[config.mk]
export PLATFORM = sky130hd
export DESIGN_NAME = div_unit
export DESIGN_NICKNAME = d
export VERILOG_FILES = /design/src/rtl/div_unit_pkg.sv /design/src/rtl/div_unit_step.sv /design/src/rtl/div_unit.sv
export SDC_FILE = /design/constraint.sdc
export NUM_CORES = 1
export LEC_CHECK = 0
export CAP_MARGIN = 10
export CORE_MARGIN = 10
export CORE_UTILIZATION = 37
export CTS_BUF_LIST = sky130_fd_sc_hd__clkbuf_4 sky130_fd_sc_hd__clkbuf_8
export DETAILED_ROUTE_END_ITERATION = 10
export GPL_TIMING_DRIVEN = 0
export SYNTH_ARGS = -nofsm -noshare
export SYNTH_HDL_FRONTEND = slang
export SYNTH_SLANG_ARGS = --single-unit
[constraint.sdc]
create_clock -name clk -period 5.6 [get_ports clk]
set_clock_uncertainty 0.15 [all_clocks]
set_input_delay 1.4 -clock clk [delete_from_list [all_inputs] [get_ports clk]]
set_output_delay 1.4 -clock clk [all_outputs]
set_load 0.02 [all_outputs]
[src/rtl/div_unit_pkg.sv]
// div_unit_pkg: shared states, widths and operand helper for the divider.
package div_unit_pkg;
  localparam int REG_W = 32;
  localparam int DREG_W = 64;
  localparam logic [5:0] LAST_ITER = 6'd31;
  typedef enum logic [1:0] {
    DIV_FREE    = 2'b00,
    DIV_BY_ZERO = 2'b01,
    DIV_ON      = 2'b10,
    DIV_END     = 2'b11
  } div_state_e;
  function automatic logic [REG_W-1:0] abs_op(input logic [REG_W-1:0] v, input logic sgn);
    return (sgn && v[REG_W-1]) ? -v : v;
  endfunction
endpackage

[src/rtl/div_unit_step.sv]
// div_unit_step: one restoring-division iteration on the 65-bit working register.
// Ports: wr (current working register), divisor (|op2|), wr_nxt (after one iteration).
module div_unit_step (
  input  logic [64:0] wr,
  input  logic [31:0] divisor,
  output logic [64:0] wr_nxt
);
  logic [64:0] sh;
  logic [32:0] trial;
  assign sh = {wr[63:0], 1'b0};
  // the shifted partial remainder can reach 33 bits when the divisor exceeds 2^31
  assign trial = sh[64:32] - {1'b0, divisor};
  assign wr_nxt = trial[32] ? sh : {trial, sh[31:1], 1'b1};
endmodule

[src/rtl/div_unit.sv]
// div_unit: multi-cycle 32-bit signed/unsigned divider with start/ready handshake.
// Ports: clk, rst (sync, active-low), signed_div_i, opdata1_i (dividend),
//   opdata2_i (divisor), start_i, annul_i, result_o {remainder, quotient}, ready_o.
// Option: DIV_ZERO_DETECT_EN makes a zero divisor report {0,0} after one cycle.
module div_unit
  import div_unit_pkg::*;
(
  input  logic              clk,
  input  logic              rst,
  input  logic              signed_div_i,
  input  logic [REG_W-1:0]  opdata1_i,
  input  logic [REG_W-1:0]  opdata2_i,
  input  logic              start_i,
  input  logic              annul_i,
  output logic [DREG_W-1:0] result_o,
  output logic              ready_o
);
  div_state_e state;
  logic [64:0] wr, wr_nxt;
  logic [REG_W-1:0] dvs, quo, rem;
  logic [5:0] cnt;
  logic sign_q, sign_r;
  div_unit_step u_step (.wr(wr), .divisor(dvs), .wr_nxt(wr_nxt));
  assign quo = wr_nxt[31:0];
  assign rem = wr_nxt[63:32];
  always_ff @(posedge clk) begin
    if (!rst) begin
      state <= DIV_FREE;
      result_o <= '0;
      ready_o <= 1'b0;
      cnt <= '0;
      wr <= '0;
      dvs <= '0;
      sign_q <= 1'b0;
      sign_r <= 1'b0;
    end else begin
      case (state)
        DIV_FREE: begin
          result_o <= '0;
          ready_o <= 1'b0;
          if (start_i && !annul_i) begin
            sign_q <= signed_div_i & (opdata1_i[31] ^ opdata2_i[31]);
            sign_r <= signed_div_i & opdata1_i[31];
            dvs <= abs_op(opdata2_i, signed_div_i);
            wr <= {33'b0, abs_op(opdata1_i, signed_div_i)};
            cnt <= '0;
`ifdef DIV_ZERO_DETECT_EN
            state <= (opdata2_i == '0) ? DIV_BY_ZERO : DIV_ON;
`else
            state <= DIV_ON;
`endif
          end
        end
        DIV_BY_ZERO: begin
          result_o <= '0;
          ready_o <= !annul_i;
          state <= annul_i ? DIV_FREE : DIV_END;
        end
        DIV_ON: begin
          if (annul_i) begin
            state <= DIV_FREE;
            result_o <= '0;
            ready_o <= 1'b0;
          end else begin
            wr <= wr_nxt;
            cnt <= cnt + 6'd1;
            if (cnt == LAST_ITER) begin
              result_o <= {sign_r ? -rem : rem, sign_q ? -quo : quo};
              ready_o <= 1'b1;
              state <= DIV_END;
            end
          end
        end
        DIV_END: begin
          if (!start_i) begin
            state <= DIV_FREE;
            result_o <= '0;
            ready_o <= 1'b0;
          end
        end
        default: state <= DIV_FREE;
      endcase
    end
  end
endmodule
==> metrics, run 1 <==
status finished, final reports clean; VDD IR max 156 uV; leakage dissipation 5.04 nW; Worst-Skew Late Latency about 0.49 ns; number of setup violations in the final report 0; Min-Delay Startpoint result_o[58]$_SDFFE_PN0P_; layout cell share with drive strength beyond 1 about 5.4%; Initial Util 37.5%; Vias about 12000; drt wl/cell between 15 and 20 um; Slew @ Worst Pin between 0.9 and 1 ns; die height 199 um; ant diodes 0; Root Buffer clkbuf_8; dpl cells approximately 2100; CTS Sinks ~170; buffers from clock root to sink, at most 2; CTS Hold Buffers Added 0; Peak Freq ~0.18 GHz; synthesized area per cell 7.39 um^2; Port Buffers around 130; Synth cell types just under 80; CTS tree yes; R2R Setup Slk ~0.17 ns; core area about 0.031 mm^2; slowest stage delay, CP a little under 0.7 ns; total power ~4.1 mW; startpoint types flop; slowest library cell on the worst path or4b_2; Hold Slack between 0.3 and 0.4 ns; CP Class reg -> reg; drt drc 0; crit path launch wr[48]$_SDFFE_PN0P_; Max Slew Vio Count 0; syn_nets between 1500 and 2000; Max-slew headroom roughly 36%; reg2reg end result_o[60]$_SDFFE_PN0P_; Reg clk slew, reported paths roughly 0.11 ns; share of the synthesized area in the top cell type between 20% and 30%; final setup TNS 0 ns; final std cells w/o fill around 2200; top cells by area, synth dfxtp_1 (29%), nand2_1 (7.0%), xnor2_1 (6.1%); initial antenna violation count 0; Cell Chain, Critical Path ha_1, buf_2, and4_4, nand2_1, or4_1, a31o_2, a31o_1, buf_6, nand2_8, buf_4, a21oi_1, inv_1, ha_2, nand3b_1, or4b_2, nor3_1, a31oi_2, o41ai_2, xor2_1, o21ai_1; final wirelength between 40000 and 50000 um; Synth Instances 1595; DRT iter0 DRCs approximately 1100; sequential area share after synthesis just under 30%; DRT Pass-1 Iters 5; placer congestion estimate slightly above 0.9; Cell Area, Synth roughly 0.012 mm^2; Vias/cell roughly 5.6; final hold violations 0; # fillers between 3000 and 4000; worst slack at placement -0.397 ns; PD cells ~290 mW/mm^2; Primary FF master, synth dfxtp_1; R2R Path Start wr[48]$_SDFFE_PN0P_; Min Clock Period, post-route roughly 5.4 ns; grt ovf 0; chip width 199 um; Ports between 100 and 150; Reg2Reg Depth 20; yosys warns 0; critical path peak fanout 10; first-pass GRT wire length roughly 66000 um; Max H-tree Level 4; largest net degree at the start of global routing 17; P&R area growth vs syn 19.7%; ys async rst share 0%; CTS Buf Count 17; Setup crit end kind flop; PnR worst setup slack about 0.17 ns; GRT Overall Usage about a fifth; Post-DP HPWL ~34000 um; worst path required time roughly 6 ns; FF+latch count, synth 171; WP data arrival ~5.7 ns; Hold WC Path Type reg -> reg; Max Cap Viol 0; top cell type by total area after synthesis dfxtp_1; WHS Path Cells 2; number of enable flip-flop cells after synthesis 0; Rows between 60 and 70; fin crit share a little over nine tenths; vias in the first global route between 10000 and 15000; hold endpoint result_o[58]$_SDFFE_PN0P_; Antenna Nets Post-Route 0; Nets ~1900; die footprint approximately 0.04 mm^2
## state kept, by name, indices dropped and copies added (netlist names)
name	count
cnt	6
dvs	32
ready_o	1
result_o	64
sign_q	1
sign_r	1
state	2
wr	64
## cell type report
type	instances	area (um^2)	share of cell area (%)
tap	402	503	3.56
buffer	95	402	2.85
clock buffer	18	248	1.76
inverter	57	219	1.55
clock inverter	13	133	0.940
sequential	171	3420	24.3
timing repair buffer	140	1380	9.79
multi-input combinational	1270	7800	55.3
## synth_stat cells (all sizes together) (4+ instances only)
library cell,instances
nand3b,7
dfxtp,171
nand3,22
nand2,221
and2,25
or3,20
and4,6
a22oi,37
clkbuf,74
a21boi,10
a21oi,130
a211oi,36
or2,4
a31oi,12
nor4,17
or4,9
nor3,35
mux2i,21
nor3b,6
xor2,61
o21bai,6
nand2b,12
ha,41
buf,24
a21o,11
inv,57
o21a,5
o41ai,17
nor2b,19
a311oi,4
mux2,4
nand4,9
and3,7
nor2,165
xnor2,82
o31ai,21
o211ai,11
o21ai,141
## layer usage
layer | vias to the layer above | part of all wire (%) | global-route usage (%)
li1 | 5930 | - | -
met1 | 5617 | 47 | 30.3
met2 | 435 | 42 | 31.1
met3 | 64 | 8.4 | 3.85
met4 | 0 | 2.4 | 6.56
met5 | - | 0 | 0
## worst max-delay path, delay by kind of cell (launching register included)
family	cells	cell delay, ns
adders and majority gates	2	0.57
and+or+nand+nor	7	1.93
buffers and inverters	4	0.73
xor gates and xnor gates	1	0.18
DFF	1	0.42
AOI/OAI and AO/OA	6	1.35
## power breakdown
group | switching (mW) | total [mW] | internal [mW]
Sequential | 0.0849 | 1.38 | 1.29
Combinational | 1.20 | 1.85 | 0.650
Clock | 0.521 | 0.894 | 0.373
Total | 1.81 | 4.13 | 2.32
## how the worst max path moves through the flow
stage | end | cells after the start
6_report | result_o[60]$_SDFFE_PN0P_ | 20
5_1_grt | result_o[60]$_SDFFE_PN0P_ | 19
4_1_cts | result_o[18]$_SDFFE_PN0P_ | 21
3_5_place_dp | result_o[56]$_SDFFE_PN0P_ | 22
3_3_place_gp | result_o[56]$_SDFFE_PN0P_ | 19
2_1_floorplan | result_o[60]$_SDFFE_PN0P_ | 21
## placed cells by master, fill, tap and decap left out, types with 12 or more instances in the layout
cell and count:
clkdlybuf4s50_1 132, a21oi_1 127, a211oi_1 35, dfxtp_1 171, and2_1 25, clkbuf_8 18
inv_1 55, o41ai_1 12, xnor2_1 82, or3_1 20, o21ai_1 15, nor2_1 165
nor3_1 35, ha_1 40, xor2_1 61, buf_2 12, clkbuf_1 69, nor4_1 17
nand3_1 22, a22oi_1 37, nand2_1 220, nor2b_1 19, o21ai_0 125, o31ai_1 20
mux2i_1 20
## cell families (layout without fill, tap and decap cells)
kind of cell    Yosys count  after routing  share of synthesized area [%]
flops                   171            171                           29.0
mux                      25             25                           2.16
simple gates            590            591                           23.3
buf+inv                 155            323                           5.32
compound gates          469            469                           25.1
fa+ha+maj                42             42                           4.52
xor+xnor                143            143                           10.6
## metrics by stage
step                util [%]  cell area (um^2)
finish                  44.8             14100
global route            44.8             14100
CTS                     44.5             14000
detailed placement      43.3             13600
global placement        43.3             13600
floorplan                  -             11800
## what timing repair did
action,4_1_cts,5_1_grt
cloned,0,1
endpoints found under the setup margin,7,15
setup buffers,0,8
pin swaps,1,1
resized for setup,5,13
Note: power is estimated with default switching activity, not from simulation.
==> run 2, diff against run 1 <==
- SETUP_SLACK_MARGIN: default -> 0.2
- SLEW_MARGIN: default -> 20
- clock period: 5.6 -> 6.5 ns (I/O delays scaled with it)
==> run 2 against run 1 <==
Clock power shrank 14%. Sequential share of layout area rose by 0.17 points. Wire length down 0.43%. Maximum frequency decreased by 9.5%. Register-to-register slack better by 0.33 ns. Worst hold slack got worse by 0.0019 ns. Sequential power fell by 14%. Via count down 0.52%. Global-route usage about the same. Cell count is 0.28% lower. Core utilization fell by 0.31 points. Critical path depth unchanged.
==> metrics, run 2 (synthesized netlist as in run 1, its figures left out) <==
number of setup violations in the final report 0; buffers from clock root to sink, at most 2; ant diodes 0; RSZ-0062 raised after global routing no; final wirelength between 40000 and 50000 um; drt wl/cell ~20 um; Slew @ Worst Pin 0.971 ns; die footprint about 0.039 mm^2; DRT Pass-1 Iters 5; placer congestion estimate around 0.94; critical path peak fanout 10; layout cell share with drive strength beyond 1 ~4.4%; Max Slew Vio Count 0; Port Buffers around 130; leakage dissipation ~5.0 nW; worst path required time between 6 and 7 ns; power share of the sequential group approximately a third; GRT Overall Usage 21.1%; Nets between 1500 and 2000; Initial Util a little under two fifths; CTS Buf Count 17; vias in the first global route about 11000; die height just under 200 um; Reg clk slew, reported paths approximately 0.11 ns; Regs by FF count result_o: 64 flops, wr: 64 flops, dvs: 32 flops; chip width about 200 um; final hold violations 0; CP Class reg -> reg; Worst-Skew Late Latency approximately 0.5 ns; # fillers 3234; Setup crit end kind flop; final core utilization between 40 and 50%; Antenna Nets Post-Route 0; Post-DP HPWL 33800 um; Int Power around 2 mW; Min Clock Period, post-route ~6.0 ns; drt drc 0; Max Cap Viol 0; R2R Setup Slk 0.50 ns; grt ovf 0; CTS Hold Buffers Added 0; leading cell type in the layout, fill and taps excluded nand2_1; Peak Freq ~0.17 GHz; Rows 65; first-pass GRT wire length 65500 um; largest net degree at the start of global routing 17; Max-slew headroom about a third; WHS Path Cells 2; status finished, final reports clean; Ports 134; Comb pwr share 44.5%; Sw Pwr ~1.5 mW; VDD IR max 135 uV; DRT iter0 DRCs 1075; CTS tree yes; Reg2Reg Depth 20; Max H-tree Level 4; PnR worst setup slack 0.502 ns; Root Buffer clkbuf_8; final setup TNS 0 ns; core area 0.0315 mm^2; Vias 12000; Switching Fraction between 40% and 50%; startpoint types flop; Hold WC Path Type reg -> reg; PD cells 252 mW/mm^2; CTS Sinks 171; WP data arrival approximately 6.2 ns; worst slack at placement ~0.5 ns; Vias/cell approximately 5.5; P&R area growth vs syn 18.8%; initial antenna violation count 0; fin crit share 92.3%; most frequent cells in the layout nand2_1 (220), dfxtp_1 (171), nor2_1 (165); Clk pwr share about 22%
[run 2: cell types whose count changed in the layout (fill, tap and decap cells not counted), moves of 2 or more]
cell and delta:
a21oi_1 +3, a21oi_2 -3, buf_2 +2, buf_4 -10, clkbuf_1 +3
[run 2: layout make-up]
cell class	instances	area [um^2]	share of cell area, %
well taps	402	503	3.59
clock buffers	18	248	1.77
flip-flops and latches	171	3420	24.4
multi-input cells	1269	7760	55.4
clock inverters	13	133	0.946
plain buffers	98	410	2.93
repair buffers	132	1320	9.43
inverters	57	219	1.56
[run 2: path summary, 6_finish.rpt]
| path | start | endpoint |
|---|---|---|
| max | wr[48]$_SDFFE_PN0P_ | result_o[56]$_SDFFE_PN0P_ |
| min | result_o[58]$_SDFFE_PN0P_ | result_o[58]$_SDFFE_PN0P_ |
| max reg2reg | wr[48]$_SDFFE_PN0P_ | result_o[56]$_SDFFE_PN0P_ |
| min reg2reg | result_o[58]$_SDFFE_PN0P_ | result_o[58]$_SDFFE_PN0P_ |
[run 2: metal layers]
layer | global-route usage, % | vias to the layer above | routed length [um]
met5 | 0 | - | 0
met3 | 3.82 | 70 | 3200
met4 | 6.39 | 0 | 1010
met1 | 30.4 | 5613 | 20300
met2 | 31.2 | 382 | 17600
li1 | - | 5918 | -
[run 2: power groups by stage]
stage | Sequential, mW | Combinational, mW | Clock (mW)
final | 1.19 | 1.57 | 0.772
after global routing | 1.19 | 1.72 | 0.815
after CTS | 1.18 | 1.54 | 0.784
after detailed placement | 1.21 | 1.53 | 0
after global placement | 1.21 | 1.52 | 0
after floorplan | 1.19 | 1.06 | 0
[run 2: critical path, stage by stage, from the launching register on]
cell and delay, ns:
dfxtp_1 0.53, ha_1 0.31, buf_2 0.18, a21oi_1 0.17, o21ai_0 0.27, o2bb2ai_1 0.21
o21bai_1 0.37, nand4_4 0.30, nand2_8 0.21, buf_2 0.30, buf_2 0.41, a21oi_1 0.27
inv_1 0.11, ha_1 0.26, nand3b_1 0.14, or4b_2 0.68, nor3_1 0.21, a31oi_2 0.14
o31ai_1 0.34, xor2_1 0.22, o21ai_0 0.10
[run 2: timing repair]
item                       CTS  global route
hold endpoints to repair     0             0
gates resized for setup      0             5
setup endpoints to repair    0             7
buffers inserted             0             0
[run 2: per-stage QoR]
step                      hold WS [ns]  instance area, um^2  total power, mW  instances
after floorplan                  0.282                11800             2.25       1595
after global placement           0.286                13600             2.73       2129
after detailed placement         0.289                13600             2.74       2129
after CTS                        0.305                14000             3.50       2160
after global routing             0.320                14000             3.73       2160
final                            0.302                14000             3.53       2160
==> run 3, diff against run 2 <==
- SLEW_MARGIN: 20 -> 25
==> results of run 3 <==
The final DEF is identical to that of run 2; final timing and power are the same.
